--- config.mk ---
export PLATFORM = sky130hd
export DESIGN_NAME = lcd_spi_rx_flat
export DESIGN_NICKNAME = d
export VERILOG_FILES = /design/src/rtl/lcd_spi_rx_if.sv /design/src/rtl/lcd_spi_rx.sv /design/src/flat_wrapper.sv
export SDC_FILE = /design/constraint.sdc
export NUM_CORES = 1
export LEC_CHECK = 0
export CORE_ASPECT_RATIO = 1.5
export CORE_UTILIZATION = 35
export CTS_BUF_LIST = sky130_fd_sc_hd__clkbuf_16
export DETAILED_ROUTE_END_ITERATION = 16
export PLACE_DENSITY = 0.6
export SYNTH_ARGS = -nofsm -noshare
export SYNTH_HDL_FRONTEND = slang
export SYNTH_SLANG_ARGS = --single-unit
--- constraint.sdc ---
create_clock -name sys_clk_50MHz -period 4.7 [get_ports sys_clk_50MHz]
set_input_delay 0.94 -clock sys_clk_50MHz [delete_from_list [all_inputs] [get_ports sys_clk_50MHz]]
set_output_delay 0.94 -clock sys_clk_50MHz [all_outputs]
set_load 0.05 [all_outputs]
--- src/rtl/lcd_spi_rx_if.sv ---
// lcd_spi_rx_if: LCD serial pins plus the decoded receive-side results.
interface lcd_spi_rx_if;
  logic        cs;
  logic        dc;
  logic        sclk;
  logic        mosi;
  logic [8:0]  rx_data;
  logic        rx_valid;
  logic [7:0]  cmd;
  logic        pix_valid;
  logic [15:0] pix_data;
  logic [8:0]  pix_x;
  logic [8:0]  pix_y;
  logic        frame_err;

  // Write-engine side: drives the pins, observes the decoded results.
  modport master (
    output cs, dc, sclk, mosi,
    input  rx_data, rx_valid, cmd, pix_valid, pix_data, pix_x, pix_y, frame_err
  );

  // Receiver side.
  modport slave (
    input  cs, dc, sclk, mosi,
    output rx_data, rx_valid, cmd, pix_valid, pix_data, pix_x, pix_y, frame_err
  );
endinterface

--- src/rtl/lcd_spi_rx.sv ---
// lcd_spi_rx: receive-side model of the LCD 4-wire serial port. Recovers {dc, byte}
// words from the pins and decodes CASET/RASET/RAMWR into pixel writes with coordinates.
module lcd_spi_rx #(
  parameter int unsigned SYNC_STAGES = 2,
  parameter int unsigned COL_MAX     = 239,
  parameter int unsigned ROW_MAX     = 319
) (
  input logic         sys_clk_50MHz,
  input logic         sys_rst,
  lcd_spi_rx_if.slave bus
);

  // Synchronizer flops followed by the two samples used for edge detection.
  localparam int unsigned PipeLen = SYNC_STAGES + 2;

  typedef enum logic [2:0] {
    StIdle, StCasetP, StRasetP, StRamwrHi, StRamwrLo, StIgnore
  } state_e;

  logic [PipeLen-1:0] cs_pipe, dc_pipe, sclk_pipe, mosi_pipe;
  logic cs_cur, cs_prev, sclk_cur, sclk_prev, dc_cur, mosi_cur;
  logic sclk_rise, cs_rise, cs_fall, bit_take;

  logic [7:0] shift_q, shift_d;
  logic [2:0] cnt_q, cnt_d;
  logic [8:0] rx_data_q, rx_data_d;
  logic       rx_valid_q, rx_valid_d, frame_err_q, frame_err_d, cs_rise_q;

  state_e      state_q, state_d;
  logic [1:0]  idx_q, idx_d;
  logic [7:0]  hi_q, hi_d, cmd_q, cmd_d;
  logic [8:0]  xs_q, xs_d, xe_q, xe_d, ys_q, ys_d, ye_q, ye_d;
  logic [8:0]  x_q, x_d, y_q, y_d;
  logic        pix_valid_q, pix_valid_d;
  logic [15:0] pix_data_q, pix_data_d;
  logic [8:0]  pix_x_q, pix_x_d, pix_y_q, pix_y_d;
  logic [8:0]  param;

  // Pin synchronizers; cs idles high so its chain resets to 1.
  always_ff @(posedge sys_clk_50MHz or posedge sys_rst) begin
    if (sys_rst) begin
      cs_pipe   <= '1;
      dc_pipe   <= '0;
      sclk_pipe <= '0;
      mosi_pipe <= '0;
    end else begin
      cs_pipe   <= {cs_pipe[PipeLen-2:0], bus.cs};
      dc_pipe   <= {dc_pipe[PipeLen-2:0], bus.dc};
      sclk_pipe <= {sclk_pipe[PipeLen-2:0], bus.sclk};
      mosi_pipe <= {mosi_pipe[PipeLen-2:0], bus.mosi};
    end
  end

  assign cs_cur    = cs_pipe[PipeLen-2];
  assign cs_prev   = cs_pipe[PipeLen-1];
  assign sclk_cur  = sclk_pipe[PipeLen-2];
  assign sclk_prev = sclk_pipe[PipeLen-1];
  assign dc_cur    = dc_pipe[PipeLen-2];
  assign mosi_cur  = mosi_pipe[PipeLen-2];
  assign sclk_rise = sclk_cur & ~sclk_prev;
  assign cs_rise   = cs_cur & ~cs_prev;
  assign cs_fall   = ~cs_cur & cs_prev;
  // A bit coinciding with the cs rising edge still belongs to the frame.
  assign bit_take  = sclk_rise & ~(cs_cur & cs_prev);

  // Bit capture: shift, count, emit the word on the 8th bit, flag truncated frames.
  always_comb begin
    shift_d     = shift_q;
    cnt_d       = cnt_q;
    rx_data_d   = rx_data_q;
    rx_valid_d  = 1'b0;
    frame_err_d = 1'b0;
    if (bit_take) begin
      shift_d = {shift_q[6:0], mosi_cur};
      cnt_d   = cnt_q + 3'd1;
      if (cnt_q == 3'd7) begin
        rx_data_d  = {dc_cur, shift_q[6:0], mosi_cur};
        rx_valid_d = 1'b1;
      end
    end
    if (cs_rise && cnt_d != 3'd0) begin
      frame_err_d = 1'b1;
      cnt_d       = 3'd0;
    end
    if (cs_fall) cnt_d = 3'd0;
  end

  // Capture-stage registers; cs_rise is delayed to line up with rx_valid.
  always_ff @(posedge sys_clk_50MHz or posedge sys_rst) begin
    if (sys_rst) begin
      shift_q     <= '0;
      cnt_q       <= '0;
      rx_data_q   <= '0;
      rx_valid_q  <= 1'b0;
      frame_err_q <= 1'b0;
      cs_rise_q   <= 1'b0;
    end else begin
      shift_q     <= shift_d;
      cnt_q       <= cnt_d;
      rx_data_q   <= rx_data_d;
      rx_valid_q  <= rx_valid_d;
      frame_err_q <= frame_err_d;
      cs_rise_q   <= cs_rise;
    end
  end

  // 9-bit coordinate from the latched high byte and the current low byte.
  assign param = {hi_q[0], rx_data_q[7:0]};

  // Command decoder: next state, window, cursor and pixel output.
  always_comb begin
    state_d     = state_q;
    idx_d       = idx_q;
    hi_d        = hi_q;
    cmd_d       = cmd_q;
    xs_d        = xs_q;
    xe_d        = xe_q;
    ys_d        = ys_q;
    ye_d        = ye_q;
    x_d         = x_q;
    y_d         = y_q;
    pix_valid_d = 1'b0;
    pix_data_d  = pix_data_q;
    pix_x_d     = pix_x_q;
    pix_y_d     = pix_y_q;
    if (rx_valid_q) begin
      if (!rx_data_q[8]) begin
        cmd_d = rx_data_q[7:0];
        idx_d = 2'd0;
        case (rx_data_q[7:0])
          8'h2A:   state_d = StCasetP;
          8'h2B:   state_d = StRasetP;
          8'h2C: begin
            state_d = StRamwrHi;
            x_d     = xs_q;
            y_d     = ys_q;
          end
          default: state_d = StIgnore;
        endcase
      end else begin
        unique case (state_q)
          StCasetP, StRasetP: begin
            idx_d = idx_q + 2'd1;
            if (!idx_q[0]) hi_d = rx_data_q[7:0];
            if (idx_q == 2'd1) begin
              if (state_q == StCasetP) xs_d = param;
              else                     ys_d = param;
            end
            if (idx_q == 2'd3) begin
              if (state_q == StCasetP) xe_d = param;
              else                     ye_d = param;
              state_d = StIdle;
            end
          end
          StRamwrHi: begin
            hi_d    = rx_data_q[7:0];
            state_d = StRamwrLo;
          end
          StRamwrLo: begin
            pix_valid_d = 1'b1;
            pix_data_d  = {hi_q, rx_data_q[7:0]};
            pix_x_d     = x_q;
            pix_y_d     = y_q;
            state_d     = StRamwrHi;
            if (x_q == xe_q) begin
              x_d = xs_q;
              y_d = (y_q == ye_q) ? ys_q : y_q + 9'd1;
            end else begin
              x_d = x_q + 9'd1;
            end
          end
          default: ;
        endcase
      end
    end
    // Ending the frame with only a high byte in hand drops that byte.
    if (cs_rise_q && state_d == StRamwrLo) state_d = StRamwrHi;
  end

  // Decoder registers.
  always_ff @(posedge sys_clk_50MHz or posedge sys_rst) begin
    if (sys_rst) begin
      state_q     <= StIdle;
      idx_q       <= '0;
      hi_q        <= '0;
      cmd_q       <= '0;
      xs_q        <= '0;
      xe_q        <= 9'(COL_MAX);
      ys_q        <= '0;
      ye_q        <= 9'(ROW_MAX);
      x_q         <= '0;
      y_q         <= '0;
      pix_valid_q <= 1'b0;
      pix_data_q  <= '0;
      pix_x_q     <= '0;
      pix_y_q     <= '0;
    end else begin
      state_q     <= state_d;
      idx_q       <= idx_d;
      hi_q        <= hi_d;
      cmd_q       <= cmd_d;
      xs_q        <= xs_d;
      xe_q        <= xe_d;
      ys_q        <= ys_d;
      ye_q        <= ye_d;
      x_q         <= x_d;
      y_q         <= y_d;
      pix_valid_q <= pix_valid_d;
      pix_data_q  <= pix_data_d;
      pix_x_q     <= pix_x_d;
      pix_y_q     <= pix_y_d;
    end
  end

  assign bus.rx_data   = rx_data_q;
  assign bus.rx_valid  = rx_valid_q;
  assign bus.frame_err = frame_err_q;
  assign bus.cmd       = cmd_q;
  assign bus.pix_valid = pix_valid_q;
  assign bus.pix_data  = pix_data_q;
  assign bus.pix_x     = pix_x_q;
  assign bus.pix_y     = pix_y_q;

endmodule
--- src/flat_wrapper.sv ---
// flat-port wrapper written by rule: the top's interface ports become plain ports
module lcd_spi_rx_flat 
#(
  parameter int unsigned SYNC_STAGES = 2,
  parameter int unsigned COL_MAX     = 239,
  parameter int unsigned ROW_MAX     = 319
)
  (sys_clk_50MHz, sys_rst, bus_cs, bus_dc, bus_sclk, bus_mosi, bus_rx_data, bus_rx_valid, bus_cmd, bus_pix_valid, bus_pix_data, bus_pix_x, bus_pix_y, bus_frame_err);
  lcd_spi_rx_if bus_i ();
  input logic sys_clk_50MHz;
  input logic sys_rst;
  input wire logic [$bits(bus_i.cs)-1:0] bus_cs;
  input wire logic [$bits(bus_i.dc)-1:0] bus_dc;
  input wire logic [$bits(bus_i.sclk)-1:0] bus_sclk;
  input wire logic [$bits(bus_i.mosi)-1:0] bus_mosi;
  output wire logic [$bits(bus_i.rx_data)-1:0] bus_rx_data;
  output wire logic [$bits(bus_i.rx_valid)-1:0] bus_rx_valid;
  output wire logic [$bits(bus_i.cmd)-1:0] bus_cmd;
  output wire logic [$bits(bus_i.pix_valid)-1:0] bus_pix_valid;
  output wire logic [$bits(bus_i.pix_data)-1:0] bus_pix_data;
  output wire logic [$bits(bus_i.pix_x)-1:0] bus_pix_x;
  output wire logic [$bits(bus_i.pix_y)-1:0] bus_pix_y;
  output wire logic [$bits(bus_i.frame_err)-1:0] bus_frame_err;
  assign bus_i.cs = bus_cs;
  assign bus_i.dc = bus_dc;
  assign bus_i.sclk = bus_sclk;
  assign bus_i.mosi = bus_mosi;
  assign bus_rx_data = bus_i.rx_data;
  assign bus_rx_valid = bus_i.rx_valid;
  assign bus_cmd = bus_i.cmd;
  assign bus_pix_valid = bus_i.pix_valid;
  assign bus_pix_data = bus_i.pix_data;
  assign bus_pix_x = bus_i.pix_x;
  assign bus_pix_y = bus_i.pix_y;
  assign bus_frame_err = bus_i.frame_err;
  lcd_spi_rx #(.SYNC_STAGES(SYNC_STAGES), .COL_MAX(COL_MAX), .ROW_MAX(ROW_MAX)) u_core (.sys_clk_50MHz(sys_clk_50MHz), .sys_rst(sys_rst), .bus(bus_i));
endmodule
==> impl_metrics.toml <==
[timing]
final-hold-violation-count = 0
worstMarginPinSlew_ps = 808
setup_violations = 0
tns_ps = 0
slew_headroom_pct = 46.1
slew_violations = 0
fin_skew_ps = 10.6
max_freq_mhz = 322
fin_crit_ps = 3100
rsz0062_at_grt = "no"
fin_crit_sh_pct = 66.0

[routing]
first_pass_iters = 10
postRouteAntennaNets = 0
routed_wl_um = 14000
via_per_inst = 5.40
drt_iter0_drc = 196
wl_per_cell_um = 18.0
drcViolationCount = 3
vias = 4197

[worst_setup_path]
rrSetupSlack_ps = 1960
r2r-start = "u_core.bus.rx_data[8]$_DFFE_PP0P_"
critPathTopFamily = "buffers and inverters"
reg2reg_to = "u_core.y_q[1]$_DFFE_PP0P_"
cp_slowest_cell = "clkdlybuf4s50_1"
crit_required_ps = 3760
cp_cell_sequence = "clkdlybuf4s50_1"
worstPathArrival_ps = 2160
cpPeakStageDelay_ps = 940
rr_worst_depth = 6
worst-path-max-fanout = 22
crit_type = "reg -> out"
crit_buf_inv = 1
cp-end-kind = "output pin"
cp-start-kind = "flip-flop"

[cts]
htreeDepth = 4
cts_made_buffers = 17
numClockSinks = 146
post_cts_resized = 0
cts_setup_buffers = 0
cts_tree = "done"
clock-root-buffer = "clkbuf_16"
clkTransAtPathRegs_ps = 60
cts-hold-fix-buffers = 0
clock_latency_ps = 420
clk_path_buf_depth = 2

[finish]
fin_nets = 563
drive_above_1_share_pct = 29.1
syn_to_final_growth_pct = 21.7
n_antenna_cell = 0
n_fill_cell = 1630
fin_util_pct = 43.9
fin_cells = 777

[yosys]
synth_edf_count = 0
synthAdderAreaFrac_pct = 1.34
yosysTopAreaCell = "dfrtp_1"
yosys.area_share.xor_xnor_pct = 2.76
ys_ff_latch = 146
netlist_instances = 487
synth.cell_area_um2 = 6340
synth_flop_cell = "dfrtp_1"
synth_nets = 499
ys_warn_count = 0
synth_top_family_by_area = "multiplexers"
synth_mux_area_share_pct = 19.4
synth_top_area_share_pct = 50.5
synth-simple-area-share_pct = 9.00
yosysSeqAreaShare_pct = 58.0
synthTopCellsByArea = "dfrtp_1 51%, mux2_2 18%, dfstp_2 7.5%"
synth_area_per_cell_um2 = 13.0
synth-async-reset-ratio_pct = 100
ys_types = 52
synth-compound-area-share_pct = 6.98

[global_route]
grt_pass1_vias = 4460
gr-total-overflow = 0
grt_max_degree = 147
grt_pass1_wl_um = 23600
grt_antenna_before_repair = 0
grt_use_total_pct = 16.2

[floorplan]
start_util_pct = 36.1
die-area_um2 = 18700
io_pins = 60
die_h_um = 167
num_rows = 59
core_area_um2 = 17600
dieWidth_um = 112

[place]
dp_cells = 745
io_buffers = 59
hpwl_um = 9540
globalplace.congestion = 0.833

[power]
ir_drop_mv = 0.207
power.leakage_nw = 3.48
p_per_area_nw_per_um2 = 346

[status]
violations = "design-rule violations"
status = "finished, violations left"

[run]
cap_violations = 0

[min_path]
worst_hold_path.endpoint = "u_core.dc_pipe[1]$_DFF_PP0_"
holdCritStartpoint = "u_core.dc_pipe[0]$_DFF_PP0_"
min_path_type = "reg -> reg"
hold_depth = 0
==> synth_stat cells, types with 8 or more instances <==
cell type and number:
nand4_1 8, xnor2_1 19, or4_1 9, a31oi_1 8, dfrtp_1 128, o21ai_0 11
mux2_2 103, nor2_1 9, inv_1 17, nand3_1 19, a21oi_1 11, nand2_1 27
dfstp_2 18
==> where the power goes <==
| group | switching, mW | internal (mW) | total (mW) | leakage, nW |
|---|---|---|---|---|
| clock network | 0.515 | 0.776 | 1.29 | 0.281 |
| logic | 0.0378 | 0.0305 | 0.0683 | 1.26 |
| registers | 0.0211 | 1.29 | 1.31 | 1.94 |
| total | 0.574 | 2.10 | 2.67 | 3.48 |
==> cell usage in the layout (no fill, tap or decap), types with 2 or more instances in the layout <==
cell type and count:
o22ai_1 3, clkinvlp_4 3, xnor2_1 19, o31a_1 2, or4_1 9, nand2_1 27, nor2b_1 2, clkbuf_16 17
inv_6 2, clkinv_2 2, and3_1 5, bufinv_16 2, clkinv_4 3, nand3_1 19, o31ai_1 4, nand2b_1 4
o21ai_0 11, a31oi_1 8, nand4_1 8, nor3_1 3, nor2_2 4, o221ai_1 3, inv_1 18, dfrtp_1 128
o311ai_0 3, a22oi_1 6, mux2_2 103, buf_4 3, clkinv_1 2, mux2i_1 7, o22a_1 3, nor2_1 9
ha_1 6, and2_1 5, dfstp_2 18, a21oi_1 11, clkdlybuf4s50_1 59, o211ai_1 3
==> flip-flops by register name (all words and copies together) (netlist names), 2 cells and up <==
name                 count
u_core.xs_q              9
u_core.bus.cmd           8
u_core.cs_pipe           4
u_core.ye_q              9
u_core.bus.pix_data     16
u_core.cnt_q             3
u_core.y_q               9
u_core.dc_pipe           3
u_core.mosi_pipe         3
u_core.bus.pix_x         9
u_core.ys_q              9
u_core.hi_q              8
u_core.bus.rx_data       9
u_core.state_q           3
u_core.shift_q           7
u_core.idx_q             2
u_core.sclk_pipe         4
u_core.xe_q              9
u_core.x_q               9
u_core.bus.pix_y         9
==> how the worst max path moves through the flow <==
stage                     slack [ps]                         startpoint                             to  cells past startpoint
after floorplan                 1940                            sys_rst  u_core.bus.cmd[0]$_DFFE_PP0P_                      1
after global placement          2030  u_core.bus.rx_data[8]$_DFFE_PP0P_      u_core.y_q[1]$_DFFE_PP0P_                      6
after detailed placement        1980  u_core.bus.rx_data[8]$_DFFE_PP0P_      u_core.y_q[1]$_DFFE_PP0P_                      6
after CTS                       1600  u_core.bus.rx_data[8]$_DFFE_PP0P_                 bus_rx_data[8]                      1
after global routing            1500  u_core.bus.rx_data[8]$_DFFE_PP0P_                 bus_rx_data[8]                      1
final                           1600  u_core.bus.rx_data[8]$_DFFE_PP0P_                 bus_rx_data[8]                      1
==> metrics by stage <==
step | hold slack [ps] | instance area (µm²) | power [mW] | worst slack (ps)
floorplan | 331 | 6350 | 1.38 | 1940
global placement | 335 | 7150 | 1.40 | 2030
detailed placement | 336 | 7150 | 1.41 | 1980
CTS | 349 | 7720 | 2.70 | 1600
global route | 357 | 7720 | 2.77 | 1500
finish | 348 | 7720 | 2.67 | 1600
==> cells by family after synthesis <==
group	count (synthesis)
simple gates	104
buf+inv	36
mux	110
compound gates	64
flops	146
fa+ha+maj	7
xor+xnor	20
==> worst register-to-register path: cells and delay by family, from the launching register on <==
family | cells | cell delay (ps)
DFF | 1 | 810
muxes | 1 | 380
buffers and inverters | 1 | 270
and+or+nand+nor | 4 | 1170
==> final cells by class <==
cell class,instances,area [µm²],share of cell area [%]
clock inverters,15,144,1.86
multi-input cells,305,2500,32.4
clock buffers,17,425,5.51
flip-flops and latches,146,3680,47.6
well taps,213,267,3.45
repair buffers,63,633,8.20
inverters,18,71.3,0.924
==> routing by layer <==
metal | global-route usage (%) | wire [µm]
met2 | 28.8 | 7450
met3 | 3.31 | 581
met1 | 18.5 | 5530
met5 | 0 | 0
met4 | 7.46 | 396
(Power assumes the default switching activity.)
